$ cat src/rtl/writeback_unit_pkg.sv
// Shared constants for the MIPS write-back stage: widths, load-type encodings
// and the architectural register numbers the stage treats specially.
package writeback_unit_pkg;

   localparam int DATA_W = 32;
   localparam int ADDR_W = 5;

   typedef enum logic [2:0] {
      LD_LW  = 3'd0,
      LD_LB  = 3'd1,
      LD_LBU = 3'd2,
      LD_LH  = 3'd3,
      LD_LHU = 3'd4
   } load_type_e;

   localparam logic [ADDR_W-1:0] REG_ZERO = 5'd0;
   localparam logic [ADDR_W-1:0] REG_RA   = 5'd31;

endpackage

$ cat src/rtl/Mux2_1_32.sv
// Two-input, datapath-wide select; sel=1 picks in1.
module Mux2_1_32
   import writeback_unit_pkg::*;
(
   input  logic              sel,
   input  logic [DATA_W-1:0] in0,
   input  logic [DATA_W-1:0] in1,
   output logic [DATA_W-1:0] out
);

   assign out = sel ? in1 : in0;

endmodule

$ cat src/rtl/writeback_unit.sv
// MIPS write-back stage: MEM/WB register, load extract/extend, result select,
// register-file write port / forwarding source and retired-instruction counter.
module writeback_unit #(
   parameter int DATA_W = writeback_unit_pkg::DATA_W,
   parameter int ADDR_W = writeback_unit_pkg::ADDR_W
) (
   input  logic              clk,
   input  logic              reset,
   input  logic              mem_valid,
   input  logic              stall,
   input  logic              flush,
   input  logic [DATA_W-1:0] mem_alu_result,
   input  logic [DATA_W-1:0] mem_rd_data,
   input  logic [DATA_W-1:0] mem_pc_plus4,
   input  logic [ADDR_W-1:0] mem_reg_wr_addr,
   input  logic              mem_reg_write,
   input  logic              mem_to_reg,
   input  logic              mem_link,
   input  logic [2:0]        mem_load_type,
   output logic              reg_write,
   output logic [ADDR_W-1:0] reg_wr_addr,
   output logic [DATA_W-1:0] reg_wr_data,
   output logic              wb_fwd_valid,
   output logic              wb_align_err,
   output logic              wb_align_err_sticky,
   output logic [31:0]       wb_retire_count
);

   import writeback_unit_pkg::LD_LB;
   import writeback_unit_pkg::LD_LBU;
   import writeback_unit_pkg::LD_LH;
   import writeback_unit_pkg::LD_LHU;
   import writeback_unit_pkg::REG_ZERO;
   import writeback_unit_pkg::REG_RA;

   logic              wb_valid;
   logic              wb_fresh;
   logic [DATA_W-1:0] wb_alu_result;
   logic [DATA_W-1:0] wb_rd_data;
   logic [DATA_W-1:0] wb_pc_plus4;
   logic [ADDR_W-1:0] wb_addr;
   logic              wb_reg_write;
   logic              wb_mem_to_reg;
   logic              wb_link;
   logic [2:0]        wb_load_type;
   logic              sticky_q;
   logic [31:0]       retire_q;

   logic [1:0]        lane;
   logic [7:0]        ld_byte;
   logic [15:0]       ld_half;
   logic [DATA_W-1:0] load_ext;
   logic              misaligned;
   logic [DATA_W-1:0] sel_data;
   logic              first_cycle;

   // Pipeline control: stall=0 captures the MEM stage every edge (fresh=1);
   // stall=1 holds every field and drops fresh so a held instruction writes
   // once; flush forces valid=0 regardless of stall.
   always_ff @(posedge clk or negedge reset) begin
      if (!reset) begin
         wb_valid      <= 1'b0;
         wb_fresh      <= 1'b0;
         wb_alu_result <= '0;
         wb_rd_data    <= '0;
         wb_pc_plus4   <= '0;
         wb_addr       <= '0;
         wb_reg_write  <= 1'b0;
         wb_mem_to_reg <= 1'b0;
         wb_link       <= 1'b0;
         wb_load_type  <= 3'd0;
         sticky_q      <= 1'b0;
         retire_q      <= 32'd0;
      end else begin
         if (!stall) begin
            wb_valid      <= mem_valid & ~flush;
            wb_fresh      <= 1'b1;
            wb_alu_result <= mem_alu_result;
            wb_rd_data    <= mem_rd_data;
            wb_pc_plus4   <= mem_pc_plus4;
            wb_addr       <= mem_reg_wr_addr;
            wb_reg_write  <= mem_reg_write;
            wb_mem_to_reg <= mem_to_reg;
            wb_link       <= mem_link;
            wb_load_type  <= mem_load_type;
            // Counted at capture so the count already includes the
            // instruction during its single valid & fresh cycle.
            if (mem_valid && !flush) retire_q <= retire_q + 32'd1;
         end else begin
            wb_fresh <= 1'b0;
            if (flush) wb_valid <= 1'b0;
         end
         if (wb_align_err) sticky_q <= 1'b1;
      end
   end

   assign lane    = wb_alu_result[1:0];
   assign ld_byte = wb_rd_data[{lane, 3'b000} +: 8];
   assign ld_half = wb_rd_data[{lane[1], 4'b0000} +: 16];

   always_comb begin
      load_ext   = wb_rd_data;
      misaligned = 1'b0;
      case (wb_load_type)
         LD_LB:  load_ext = {{(DATA_W-8){ld_byte[7]}}, ld_byte};
         LD_LBU: load_ext = {{(DATA_W-8){1'b0}}, ld_byte};
         LD_LH: begin
            load_ext   = {{(DATA_W-16){ld_half[15]}}, ld_half};
            misaligned = lane[0];
         end
         LD_LHU: begin
            load_ext   = {{(DATA_W-16){1'b0}}, ld_half};
            misaligned = lane[0];
         end
         default: misaligned = (lane != 2'd0);
      endcase
      misaligned = misaligned & wb_mem_to_reg;
   end

   Mux2_1_32 u_load_mux (
      .sel (wb_mem_to_reg),
      .in0 (wb_alu_result),
      .in1 (load_ext),
      .out (sel_data)
   );

   Mux2_1_32 u_link_mux (
      .sel (wb_link),
      .in0 (sel_data),
      .in1 (wb_pc_plus4),
      .out (reg_wr_data)
   );

   assign reg_wr_addr         = wb_link ? ADDR_W'(REG_RA) : wb_addr;
   assign first_cycle         = wb_valid & wb_fresh;
   assign reg_write           = first_cycle & wb_reg_write & ~misaligned &
                                (reg_wr_addr != ADDR_W'(REG_ZERO));
   assign wb_fwd_valid        = reg_write;
   assign wb_align_err        = first_cycle & misaligned;
   assign wb_align_err_sticky = sticky_q | wb_align_err;
   assign wb_retire_count     = retire_q;

endmodule

$ cat config.mk
export PLATFORM = sky130hd
export DESIGN_NAME = writeback_unit
export DESIGN_NICKNAME = d
export VERILOG_FILES = /design/src/rtl/writeback_unit_pkg.sv /design/src/rtl/Mux2_1_32.sv /design/src/rtl/writeback_unit.sv
export SDC_FILE = /design/constraint.sdc
export NUM_CORES = 1
export LEC_CHECK = 0
export CAP_MARGIN = 40
export CORE_MARGIN = 3
export CORE_UTILIZATION = 40
export CTS_BUF_LIST = sky130_fd_sc_hd__clkbuf_2 sky130_fd_sc_hd__clkbuf_4 sky130_fd_sc_hd__clkbuf_8
export CTS_CLUSTER_SIZE = 8
export DETAILED_ROUTE_END_ITERATION = 8
export PLACE_DENSITY = 0.67
export SLEW_MARGIN = 15
export SYNTH_ARGS = -nofsm -noshare
export SYNTH_HDL_FRONTEND = slang
export SYNTH_SLANG_ARGS = --single-unit
$ cat constraint.sdc
create_clock -name clk -period 5.8 [get_ports clk]
set_input_delay 0.87 -clock clk [delete_from_list [all_inputs] [get_ports clk]]
set_output_delay 0.87 -clock clk [all_outputs]
set_load 0.01 [all_outputs]
==> metrics <==
Die H=135.6 um; Post-synth ARST share=100.0%; via count=5240; CTS Hold Buffers Added=0; sequential fraction of the synthesis area=52.93%; critical path's largest stage delay=0.91 ns; drt pass-1 iters=5; Synth Cell Area=6714 um^2; layout cells sized above 1=21.51%; Die Wd=135.6 um; PD cells=289.4 nW/um^2; std cell rows=46; H-tree lvl count=4; Tcrit/Tclk final=77.21%; area grow syn2layout=36.64%; minimum clock period=4.478 ns; Worst-Margin Slew=0.8648 ns; DP HPWL=13.82 mm; final WL=18.95 mm; CP arrival=3.61 ns; Placed Cells=951; Worst Path Required=4.93 ns; largest net degree at the start of global routing=84; Num CTS Buffers=17; total of max-cap violations=0; Total Die Area=18380 um^2; initial antenna violation count=0; WL/cell=19.27 um; CTS Root Cell=clkbuf_8; final net count=867; Buffers on Ports=184; Clock transition at path regs=0.08 ns; Peak supply drop=0.2141 mV; diodes inserted=0; Setup-failing EPs final=0; hold slack=0.4512 ns; number of global-route vias before repair=5538; global-route wire length before repair=30.28 mm; FF-to-FF Start=wb_load_type[2]$_DFFE_PN0N_; clk sink count=142; Post-synth EDFFs=0; RSZ-0062 raised after global routing=false; r2r endpoint=sticky_q$_DFFE_PN0P_; Avg Synthesized Cell Area=11.48 um^2; Post-CTS Setup Repair Bufs=0; GRT Total Usage=21.35%; Worst Setup SP=wb_alu_result[1]$_DFFE_PN0N_; Crit Path Max Fanout=27; clock buffer depth=2; Filler cells=1390; Syn. warnings=0; Critical Path Slowest Stage Cell=dfrtp_1; worst slack, placed=1.833 ns; startpoint types=flop; Ports=185; Mapped Cells=585; fmax=223.3 MHz; clock latency on the worst-skew pair=0.44 ns; critical path endpoint=reg_wr_data[31]; leakage power=3.726 nW; Final Slew Violations=0; Via density=5.331; outcome=finished, final reports clean; setup TNS=0 ns; syn nets=698; core footprint=16170 um^2; Worst Skew=0.009590 ns; Worst Reg-to-Reg Cells=5; Reg2Reg Setup Slack=3.56 ns; setup ws final=1.322 ns; DR iter-0 viols=463; Hold Violations, Final=0; post-CTS resize count=0; top post-synthesis cells by area=dfrtp_1, mux2_2, a21oi_1; Initial Util=41.51%; CP endpoint kind=output pin; GP Congestion=0.8488; count of different cell masters after synthesis=46; Final Non-Filler Cells=983; critical path class=flop to output pin; GR Overflow Total=0; Design Power=2.654 mW; area leader, netlist=dfrtp_1; Routed Antenna Nets=0; Synth top area share=52.93%; Seq cells post-synth=142; hold crit path type=input pin to asynchronous set/reset pin; DRC viols=0; relative slew slack=42.35%; Main synth FF type=dfrtp_1; TritonCTS clock tree=yes; worst-path cell chain=mux4_2 -> nand3_1 -> o21ai_0 -> nor2_2 -> a21oi_1 -> clkdlybuf4s50_1
[cell type report]
type,count,area (um^2),share of cell area [%]
Multi-Input combinational cell,398,2987,32.56
Clock buffer,19,255.2,2.782
Clock inverter,13,187.7,2.046
Timing Repair Buffer,189,1898,20.69
Inverter,6,22.52,0.2455
Tap cell,216,270.3,2.946
Sequential cell,142,3553,38.73
[stage by stage]
step           cell area (um^2)  util, %
5_1_grt                    9174    56.72
6_report                   9174    56.72
2_1_floorplan              6714        -
4_1_cts                    9174    56.72
3_5_place_dp               8731    53.98
3_3_place_gp               8701    53.80
[worst min-delay path by stage]
stage,cells after the start,endpoint,slack (ns),startpoint
floorplan,1,sticky_q$_DFFE_PN0P_,0.43,sticky_q$_DFFE_PN0P_
global placement,1,sticky_q$_DFFE_PN0P_,0.45,sticky_q$_DFFE_PN0P_
detailed placement,1,sticky_q$_DFFE_PN0P_,0.45,sticky_q$_DFFE_PN0P_
CTS,1,sticky_q$_DFFE_PN0P_,0.47,sticky_q$_DFFE_PN0P_
global route,1,wb_alu_result[9]$_DFFE_PN0N_,0.49,reset
finish,1,wb_rd_data[13]$_DFFE_PN0N_,0.45,reset
[worst max-delay path: cells and delay by family (launching register included)]
kind | cells | cell delay [ns]
flip-flops | 1 | 0.91
AND/OR/NAND/NOR | 2 | 0.77
multiplexers | 1 | 0.63
buffers and inverters | 1 | 0.53
AO/OA/AOI/OAI | 2 | 0.32
[cells by family after synthesis]
logic type	synth area share (%)
AO/OA/AOI/OAI	9.914
XOR/XNOR	4.417
adder cells (fa/ha/maj)	0.1863
buffers and inverters	2.628
flip-flops	52.93
multiplexers	19.36
AND/OR/NAND/NOR	10.57
[cell usage after synthesis (all sizes together) (4+ instances only)]
cell    count
a311oi      4
a32oi       5
nand2b      4
buf         5
dfrtp     142
mux2i       5
nand2      53
a21oi      41
mux2      109
xor2       10
nand3      16
and3        4
clkbuf     34
o21ai       9
or2        11
a31oi       4
inv         6
a211oi      8
nand4       7
xnor2      23
o22ai      32
nor2       21
nor2b       7
[layer usage]
metal | wire, um | vias up | GRT usage, %
met1 | 8112 | 2568 | 28.38
met3 | 1310 | 25 | 6.092
li1 | - | 2443 | -
met5 | 0 | - | 0
met4 | 407 | 0 | 6.663
met2 | 9116 | 204 | 34.02
[placed cells by master (no fill, tap or decap), types with 3 or more instances in the layout]
cell type,synthesis,routed
clkinv_4,0,5
and2_1,3,3
xor2_1,10,10
and4_1,3,3
clkbuf_8,0,18
mux2_2,109,109
nor2b_1,6,6
nand2_1,53,53
a211oi_1,8,8
nand4_1,7,7
a21oi_1,41,41
nand2b_1,4,4
buf_4,1,5
inv_1,6,6
nor2_1,19,18
a311oi_1,4,4
a32oi_1,5,5
bufinv_16,0,4
a31oi_1,4,4
clkinv_2,0,3
mux2i_1,5,5
xnor2_1,22,22
o22ai_1,32,32
nor3b_1,3,3
and3_1,4,4
or2_2,10,10
clkdlybuf4s50_1,0,182
nand3_1,16,16
dfrtp_1,142,142
o21ai_0,9,9
[report_power, final]
group	leakage [nW]	internal [mW]	switching [mW]
logic	1.78	0.333	0.258
registers	1.72	1.08	0.103
clock network	0.227	0.487	0.390
Power figures use the tool's default switching activity.
